**config.mk**
```make
export PLATFORM = sky130hd
export DESIGN_NAME = output_sel_ctrl
export DESIGN_NICKNAME = d
export VERILOG_FILES = /design/src/rtl/output_sel_ctrl_pkg.sv /design/src/rtl/output_sel_ctrl_timer.sv /design/src/rtl/output_sel_ctrl.sv
export SDC_FILE = /design/constraint.sdc
export NUM_CORES = 1
export LEC_CHECK = 0
export CORE_ASPECT_RATIO = 0.75
export CORE_MARGIN = 8
export CORE_UTILIZATION = 43
export CTS_CLUSTER_DIAMETER = 40
export DETAILED_ROUTE_END_ITERATION = 10
export PLACE_DENSITY = 0.8
export SLEW_MARGIN = 40
export SYNTH_ARGS = -nofsm -noshare
export SYNTH_HDL_FRONTEND = slang
export SYNTH_SLANG_ARGS = --single-unit
```
**constraint.sdc**
```tcl
create_clock -name clk_i -period 2.24 [get_ports clk_i]
set_clock_uncertainty 0.2 [all_clocks]
set_input_delay 0.448 -clock clk_i [delete_from_list [all_inputs] [get_ports clk_i]]
set_output_delay 0.448 -clock clk_i [all_outputs]
set_load 0.03 [all_outputs]
```
**src/rtl/output_sel_ctrl_pkg.sv**
```systemverilog
// Shared types for the output selector sequencer: FSM states, request modes
// and source codes, plus small mode/source mapping helpers.
package output_sel_ctrl_pkg;

    typedef enum logic [1:0] {
        OFF     = 2'd0,
        RUN_DFE = 2'd1,
        RUN_TEG = 2'd2,
        GAP     = 2'd3
    } state_e;

    localparam logic [1:0] MODE_OFF = 2'b00;
    localparam logic [1:0] MODE_DFE = 2'b01;
    localparam logic [1:0] MODE_TEG = 2'b10;
    localparam logic [1:0] MODE_ALT = 2'b11;

    localparam logic [1:0] SRC_NONE = 2'b00;
    localparam logic [1:0] SRC_DFE  = 2'b01;
    localparam logic [1:0] SRC_TEG  = 2'b10;

    // Alternate mode keeps whatever source is running; from idle it starts on DFE.
    function automatic logic [1:0] req_src(input logic [1:0] mode, input logic [1:0] cur);
        logic [1:0] s;
        case (mode)
            MODE_DFE: s = SRC_DFE;
            MODE_TEG: s = SRC_TEG;
            MODE_ALT: s = (cur == SRC_NONE) ? SRC_DFE : cur;
            default:  s = SRC_NONE;
        endcase
        return s;
    endfunction

    function automatic state_e src_state(input logic [1:0] src);
        state_e st;
        case (src)
            SRC_DFE: st = RUN_DFE;
            SRC_TEG: st = RUN_TEG;
            default: st = OFF;
        endcase
        return st;
    endfunction

endpackage

```
**src/rtl/output_sel_ctrl_timer.sv**
```systemverilog
// Loadable down-counter with zero flag; times the blanking gap between sources.
module output_sel_ctrl_timer
    import output_sel_ctrl_pkg::*;
#(
    parameter int W = 2
) (
    input  logic         clk_i,
    input  logic         rst_i,
    input  logic         load_i,
    input  logic         en_i,
    input  logic [W-1:0] load_val_i,
    output logic         zero_o
);

    logic [W-1:0] cnt_q;

    always_ff @(posedge clk_i) begin
        if (rst_i) begin
            cnt_q <= '0;
        end else if (load_i) begin
            cnt_q <= load_val_i;
        end else if (en_i && cnt_q != '0) begin
            cnt_q <= cnt_q - 1'b1;
        end
    end

    assign zero_o = (cnt_q == '0);

endmodule

```
**src/rtl/output_sel_ctrl.sv**
```systemverilog
// Sequencer for the DFE / ADC-TEG output selector enables with a blanking gap on
// every switch. Define OUTPUT_SEL_CTRL_ALT_EN to build frame-based alternation.
module output_sel_ctrl
    import output_sel_ctrl_pkg::*;
#(
    parameter int GAP_CYCLES = 4,
    parameter int FRAME_LEN  = 256,
    parameter int CW         = 10
) (
    input  logic          clk_i,
    input  logic          rst_i,
    input  logic          req_valid_i,
    input  logic [1:0]    mode_req_i,
    output logic          req_ready_o,
    output logic          enable_dfe_o,
    output logic          enable_adc_teg_o,
    output logic [1:0]    active_src_o,
    output logic          switch_done_o,
    output logic [CW-1:0] frame_cnt_o
);

    localparam int GW = (GAP_CYCLES > 1) ? $clog2(GAP_CYCLES) : 1;

    state_e     state_q, state_d;
    logic [1:0] tgt_q, tgt_d;
    logic       en_dfe_q, en_teg_q, done_q;
    logic [1:0] act_q;
    logic       accept, gap_zero, gap_load, alt_expire;
    logic [1:0] eff_mode, cur_src, new_src;

    assign req_ready_o = !rst_i && (state_q != GAP);
    assign accept      = req_valid_i && req_ready_o;

    assign cur_src = (state_q == RUN_DFE) ? SRC_DFE :
                     (state_q == RUN_TEG) ? SRC_TEG : SRC_NONE;

`ifdef OUTPUT_SEL_CTRL_ALT_EN
    logic [1:0]    mode_q, mode_d;
    logic [CW-1:0] frame_cnt_q, frame_cnt_d;

    assign eff_mode = mode_req_i;

    always_comb begin
        mode_d = mode_q;
        if (accept) mode_d = eff_mode;
    end

    // Request in the expiry cycle updates mode_d first, so a mode change wins.
    assign alt_expire = (mode_d == MODE_ALT) && (frame_cnt_q >= CW'(FRAME_LEN - 1));

    always_comb begin
        frame_cnt_d = '0;
        if (state_d == RUN_DFE || state_d == RUN_TEG) begin
            if (state_d == state_q)
                frame_cnt_d = (frame_cnt_q == '1) ? frame_cnt_q : frame_cnt_q + 1'b1;
        end
    end

    always_ff @(posedge clk_i) begin
        if (rst_i) begin
            mode_q      <= MODE_OFF;
            frame_cnt_q <= '0;
        end else begin
            mode_q      <= mode_d;
            frame_cnt_q <= frame_cnt_d;
        end
    end

    assign frame_cnt_o = frame_cnt_q;
`else
    assign eff_mode    = (mode_req_i == MODE_ALT) ? MODE_OFF : mode_req_i;
    assign alt_expire  = 1'b0;
    assign frame_cnt_o = '0;
`endif

    assign new_src = req_src(eff_mode, cur_src);

    always_comb begin
        state_d = state_q;
        tgt_d   = tgt_q;
        case (state_q)
            OFF: begin
                if (accept && new_src != SRC_NONE) state_d = src_state(new_src);
            end
            RUN_DFE, RUN_TEG: begin
                if (accept && new_src != cur_src) begin
                    state_d = GAP;
                    tgt_d   = new_src;
                end else if (alt_expire) begin
                    state_d = GAP;
                    tgt_d   = (cur_src == SRC_DFE) ? SRC_TEG : SRC_DFE;
                end
            end
            GAP: begin
                if (gap_zero) begin
                    state_d = src_state(tgt_q);
                    tgt_d   = SRC_NONE;
                end
            end
            default: state_d = OFF;
        endcase
    end

    assign gap_load = (state_d == GAP) && (state_q != GAP);

    output_sel_ctrl_timer #(.W(GW)) u_gap_timer (
        .clk_i      (clk_i),
        .rst_i      (rst_i),
        .load_i     (gap_load),
        .en_i       (state_q == GAP),
        .load_val_i (GW'(GAP_CYCLES - 1)),
        .zero_o     (gap_zero)
    );

    // Outputs are flopped from the next state so they line up with state_q.
    always_ff @(posedge clk_i) begin
        if (rst_i) begin
            state_q  <= OFF;
            tgt_q    <= SRC_NONE;
            en_dfe_q <= 1'b0;
            en_teg_q <= 1'b0;
            act_q    <= SRC_NONE;
            done_q   <= 1'b0;
        end else begin
            state_q  <= state_d;
            tgt_q    <= tgt_d;
            en_dfe_q <= (state_d == RUN_DFE);
            en_teg_q <= (state_d == RUN_TEG);
            act_q    <= (state_d == RUN_DFE) ? SRC_DFE :
                        (state_d == RUN_TEG) ? SRC_TEG : SRC_NONE;
            done_q   <= (state_d != state_q) && (state_d != GAP);
        end
    end

    assign enable_dfe_o     = en_dfe_q;
    assign enable_adc_teg_o = en_teg_q;
    assign active_src_o     = act_q;
    assign switch_done_o    = done_q;

endmodule
```
# == Word-level counts from Yosys, hierarchy flattened ==
# Index checks and enable logic that the tools add are counted.
# totals
out_inout_bits,16
in_bits,5
register_bits,11
word_cells,65
# classes
n_reduce_logical,18
n_mux,18
eq_ne,20
add_sub_neg,1
# op_table
op,n
2-bit 2-to-1 mux,12
"2-bit equality test, second input constant",9
2-bit case mux with 2 select lines,3
2-bit case mux with 3 select lines,2
"2-bit by 1-bit equality test with 1-bit output, second input constant",5
"2-bit inequality test, second input constant",4
2-bit nonzero test,4
1-bit logical AND,7
2-bit logical NOT,3
2-bit inequality test,2
2-bit OR reduction,2
3-bit AND reduction,1
"2-bit by 1-bit subtractor with 2-bit output, second input constant",1
1-bit logical NOT,1
1-bit 2-to-1 mux,1

# == Depth between registers and ports, before layout ==
# depth
depth_word,13
ltp_mapped,8
depth_no_buf,7

# == By module ==
# A second synthesis with hierarchy kept.
# unflattened
hier_cells,97
area_unflattened_um2,834.6
# modules_own_cells
mod,seq_area_each_um2,area_each_um2,cells_per_inst,instances
output_sel_ctrl,160.2,708.2,83,1
output_sel_ctrl_timer,40.0,126.4,14,1

# == Worst setup path before layout ==
# Ideal clock, no wire load.
# synth_path
path_type,reg2reg
startpoint,reg state_q[0]
endpoint,reg u_gap_timer.cnt_q[0]
required_time_ps,1961
period_less_slack_ps,2525
slack_ps,-285
path_buffers,1
setup_ps,79
arrival_ps,2245
path_stages_with_launch,8
cell_sequence,dfxtp_1 -> ha_1 -> buf_6 -> nor2_1 -> o211ai_1 -> a211o_1 -> or2_1 -> a211oi_2
# synth_between
elab_cells_between_ends,29
classes_between,8 x eq/ne; 10 x mux; 11 x reduce/logical
# synth_rtl
element,line,source
from (decl),output_sel_ctrl.sv:24,"state_e state_q, state_d;"
from (signal assigned),output_sel_ctrl.sv:125,state_q <= state_d;
2-bit inequality test *,output_sel_ctrl.sv:31,assign req_ready_o = !rst_i && (state_q != GAP);
1-bit logical AND *,output_sel_ctrl.sv:31,
named net req_ready_o,output_sel_ctrl.sv:14,"output logic req_ready_o,"
1-bit logical AND *,output_sel_ctrl.sv:32,assign accept = req_valid_i && req_ready_o;
"1-bit logical AND, on equally long branches","output_sel_ctrl.sv:86, output_sel_ctrl.sv:83",
"2-bit 2-to-1 mux, on equally long branches","output_sel_ctrl.sv:86, output_sel_ctrl.sv:83",
2-bit case mux with 3 select lines *,output_sel_ctrl.sv:81,case (state_q)
2-bit equality test *,output_sel_ctrl.sv:104,assign gap_load = (state_d == GAP) && (state_q != GAP);
1-bit logical AND *,output_sel_ctrl.sv:104,
2-bit 2-to-1 mux / 2-bit nonzero test (equally long branches),-,
to (signal assigned),output_sel_ctrl_timer.sv:21,cnt_q <= load_val_i;
to (signal assigned),output_sel_ctrl_timer.sv:23,cnt_q <= cnt_q - 1'b1;
to (decl),output_sel_ctrl_timer.sv:15,logic [W-1:0] cnt_q;
# The timed path passes the listed nets; every way through them passes the cells marked *.
# A chain may end at the register's enable or synchronous reset.

# == Worst setup path in the final report ==
# layout_path
startpoint,in rst_i
endpoint,reg u_gap_timer.cnt_q[0]
# layout_between
elab_chain_len,9
elab_cells_between_ends,12
classes_between,1 x eq/ne; 4 x mux; 7 x reduce/logical
# layout_lines
element,line,source
from (decl),output_sel_ctrl.sv:11,"input logic rst_i,"
1-bit logical NOT,output_sel_ctrl.sv:31,
1-bit logical AND,output_sel_ctrl.sv:31,
1-bit logical AND,output_sel_ctrl.sv:32,
"1-bit logical AND, on equally long branches","output_sel_ctrl.sv:86, output_sel_ctrl.sv:83",
"2-bit 2-to-1 mux, on equally long branches","output_sel_ctrl.sv:86, output_sel_ctrl.sv:83",
2-bit case mux with 3 select lines,output_sel_ctrl.sv:81,
2-bit equality test,output_sel_ctrl.sv:104,
1-bit logical AND,output_sel_ctrl.sv:104,
2-bit 2-to-1 mux / 2-bit nonzero test (equally long branches),-,
# Several ways; a longest one is shown, not always the timed one.

==> metrics <==
outcome completed; GRT Total Usage 0.118; DR DRC count 0; Final Setup Violations 0; num rows 13; Die Width 66.2 um; Synth top area share 0.246; Placed Area approximately 980 um2; Startpoint Class primary input; commonest cells in the netlist buf_4, dfxtp_1, ha_1, inv_1, nor2_1; fin. max-slew vios 0; final cell count without fillers around 140; fin crit share 0.961; Leakage 0.475 nW; Cell Pwr Density ~1000 mW/mm2; Final min period 2.15 ns; DIE AREA 0.00355 mm2; CP endpoint kind flip-flop; EDFF count, synth 0; Synth warnings 0; hold path depth 2; PnR worst setup slack between 0.08 and 0.09 ns; total gr overflow 0; WL/cell 13.5 um; share of layout cells above drive strength 1 0.244; RD Place Congestion between 0.8 and 0.9; via count 712; fillers 168; # IOs 21; Syn Area/Cell 8.56 um2; placeable core region approximately 0.0018 mm2; DR pass1 iterations 4; CTS tree built; r2r setup slk roughly 0.12 ns; Crit-path slowest cell clkdlybuf4s50_1; synth unique cells 32; clk_lat worst skew about 0.26 ns; Hold Crit Start tgt_q[1]; Inserted Clock Buffers 3; crit-path max FO 4; worst hold endpoint tgt_q[1]; clock tree buffer depth 2; FFs w/ async S/R, synth 0; final hold vios 0; largest net degree at the start of global routing 14; CP Class primary input to flip-flop; Routed WL ~1900 um; Max Freq between 0.4 and 0.5 GHz; Required @ worst endpoint 2.23 ns; chip height between 50 and 60 um; initial drt markers 40; initial core utilization 0.463; Design Area, Final ~0.0010 mm2; DP HPWL approximately 1500 um; critical path cell sequence clkdlybuf4s50_1 > buf_4 > nor2_4 > o211ai_1 > a211o_1 > or2_1 > a211oi_2; post-synthesis sequential area ratio 0.246; CTS Sinks 10; Max stage delay on crit path between 0.4 and 0.5 ns; max cap viols 0; Main synth FF type dfxtp_1; Cells after Synth 95; n_diodes 0; vias in the first global route about 720; Cell Area, Synth 813 um2; RSZ-0062 raised after global routing false; Synth Register Bits 10; clk root buf clkbuf_4; FF-to-FF End u_gap_timer.cnt_q[0]; I/O Buffers 10; Routed Antenna Nets 0; top-count cell post-synth buf_4; initial antenna violation count 0; Critical Path AT about 2.1 ns; largest cells by area after synthesis dfxtp_1, ha_1, buf_4; Final #Nets around 130; Placed Instances approximately 140; worst hold-check path type flip-flop to flip-flop; vias per inst 5.05; Layout area overhead 27.4%; global-route wire length before repair around 3200 um; FF-to-FF Start state_q[0]; Max H-tree Level 1; worst vdd ir ~0.69 mV; setup TNS 0 ns; Synth area leader dfxtp_1; R2R depth 8; Reg clk slew, reported paths roughly 0.070 ns; pre-CTS WS -0.550 ns
final cells by class:
| type | instances | area, um2 | area share |
|---|---|---|---|
| Multi-Input combinational cell | 72 | 533 | 0.514 |
| Timing Repair Buffer | 25 | 208 | 0.200 |
| Sequential cell | 10 | 201 | 0.194 |
| Clock buffer | 4 | 36.3 | 0.0350 |
| Inverter | 8 | 30.0 | 0.0290 |
| Tap cell | 22 | 27.5 | 0.0266 |
repair_timing:
item	in CTS	in global routing
gates cloned	0	0
pin swaps	4	6
hold buffers	0	0
gates resized for setup	5	5
hold endpoints to repair	0	0
setup buffers	1	0
endpoints found under the setup margin	11	7
worst max-delay path by stage:
stage,startpoint,end,cells past startpoint
floorplan,mode_req_i[0],u_gap_timer.cnt_q[0],7
global placement,mode_req_i[0],u_gap_timer.cnt_q[0],8
detailed placement,mode_req_i[0],u_gap_timer.cnt_q[0],8
CTS,rst_i,u_gap_timer.cnt_q[0],6
global route,state_q[1],switch_done_o,8
finish,rst_i,u_gap_timer.cnt_q[0],7
sequential cells by signal (all words and copies together) (netlist names):
name	count
active_src_o	1
state_q	2
enable_dfe_o	1
switch_done_o	1
tgt_q	2
u_gap_timer.cnt_q	2
enable_adc_teg_o	1
worst max-delay path, delay by kind of cell:
family | cells | cell delay, ns
AOI/OAI and AO/OA | 3 | 0.70
buffers and inverters | 2 | 0.67
and+or+nand+nor | 2 | 0.33
cell families after synthesis:
kind of cell | Yosys count | share of synthesized area
DFF | 10 | 0.246
and+or+nand+nor | 36 | 0.275
xor gates and xnor gates | 2 | 0.0215
buffers and inverters | 22 | 0.171
other | 1 | 0.00461
AOI/OAI and AO/OA | 12 | 0.109
adders and majority gates | 8 | 0.123
muxes | 4 | 0.0492
power breakdown:
group	total [mW]	switching (mW)	leakage (nW)	internal, mW
Clock	0.160	0.0616	0.0210	0.0986
Sequential	0.256	0.0247	0.0820	0.231
Combinational	0.667	0.355	0.372	0.313
Total	1.08	0.441	0.475	0.643
layer usage:
layer	track usage	share of wire
met1	0.135	0.45
met2	0.202	0.44
met3	0.0580	0.10
met4	0.0106	0
met5	0	0
placed cells by master (no fill, tap or decap), drive strengths merged, types with 3 or more instances in the layout:
cell and instances:
dfxtp 10, inv 8, clkbuf 5, a21oi 3, buf 16, nor2b 3, and2 3, mux2i 4
clkdlybuf4s50 7, nor2 8, conb 10, ha 8, nand2b 4, nand2 4
through the flow:
stage	hold slack [ns]	utilization	total power, mW
6_report	0.336	0.590	1.08
5_1_grt	0.386	0.590	1.17
4_1_cts	0.333	0.588	1.08
3_5_place_dp	0.316	0.556	0.910
3_3_place_gp	0.294	0.556	0.879
2_1_floorplan	0.269	-	0.691
Note: power is estimated with default switching activity, not from simulation.
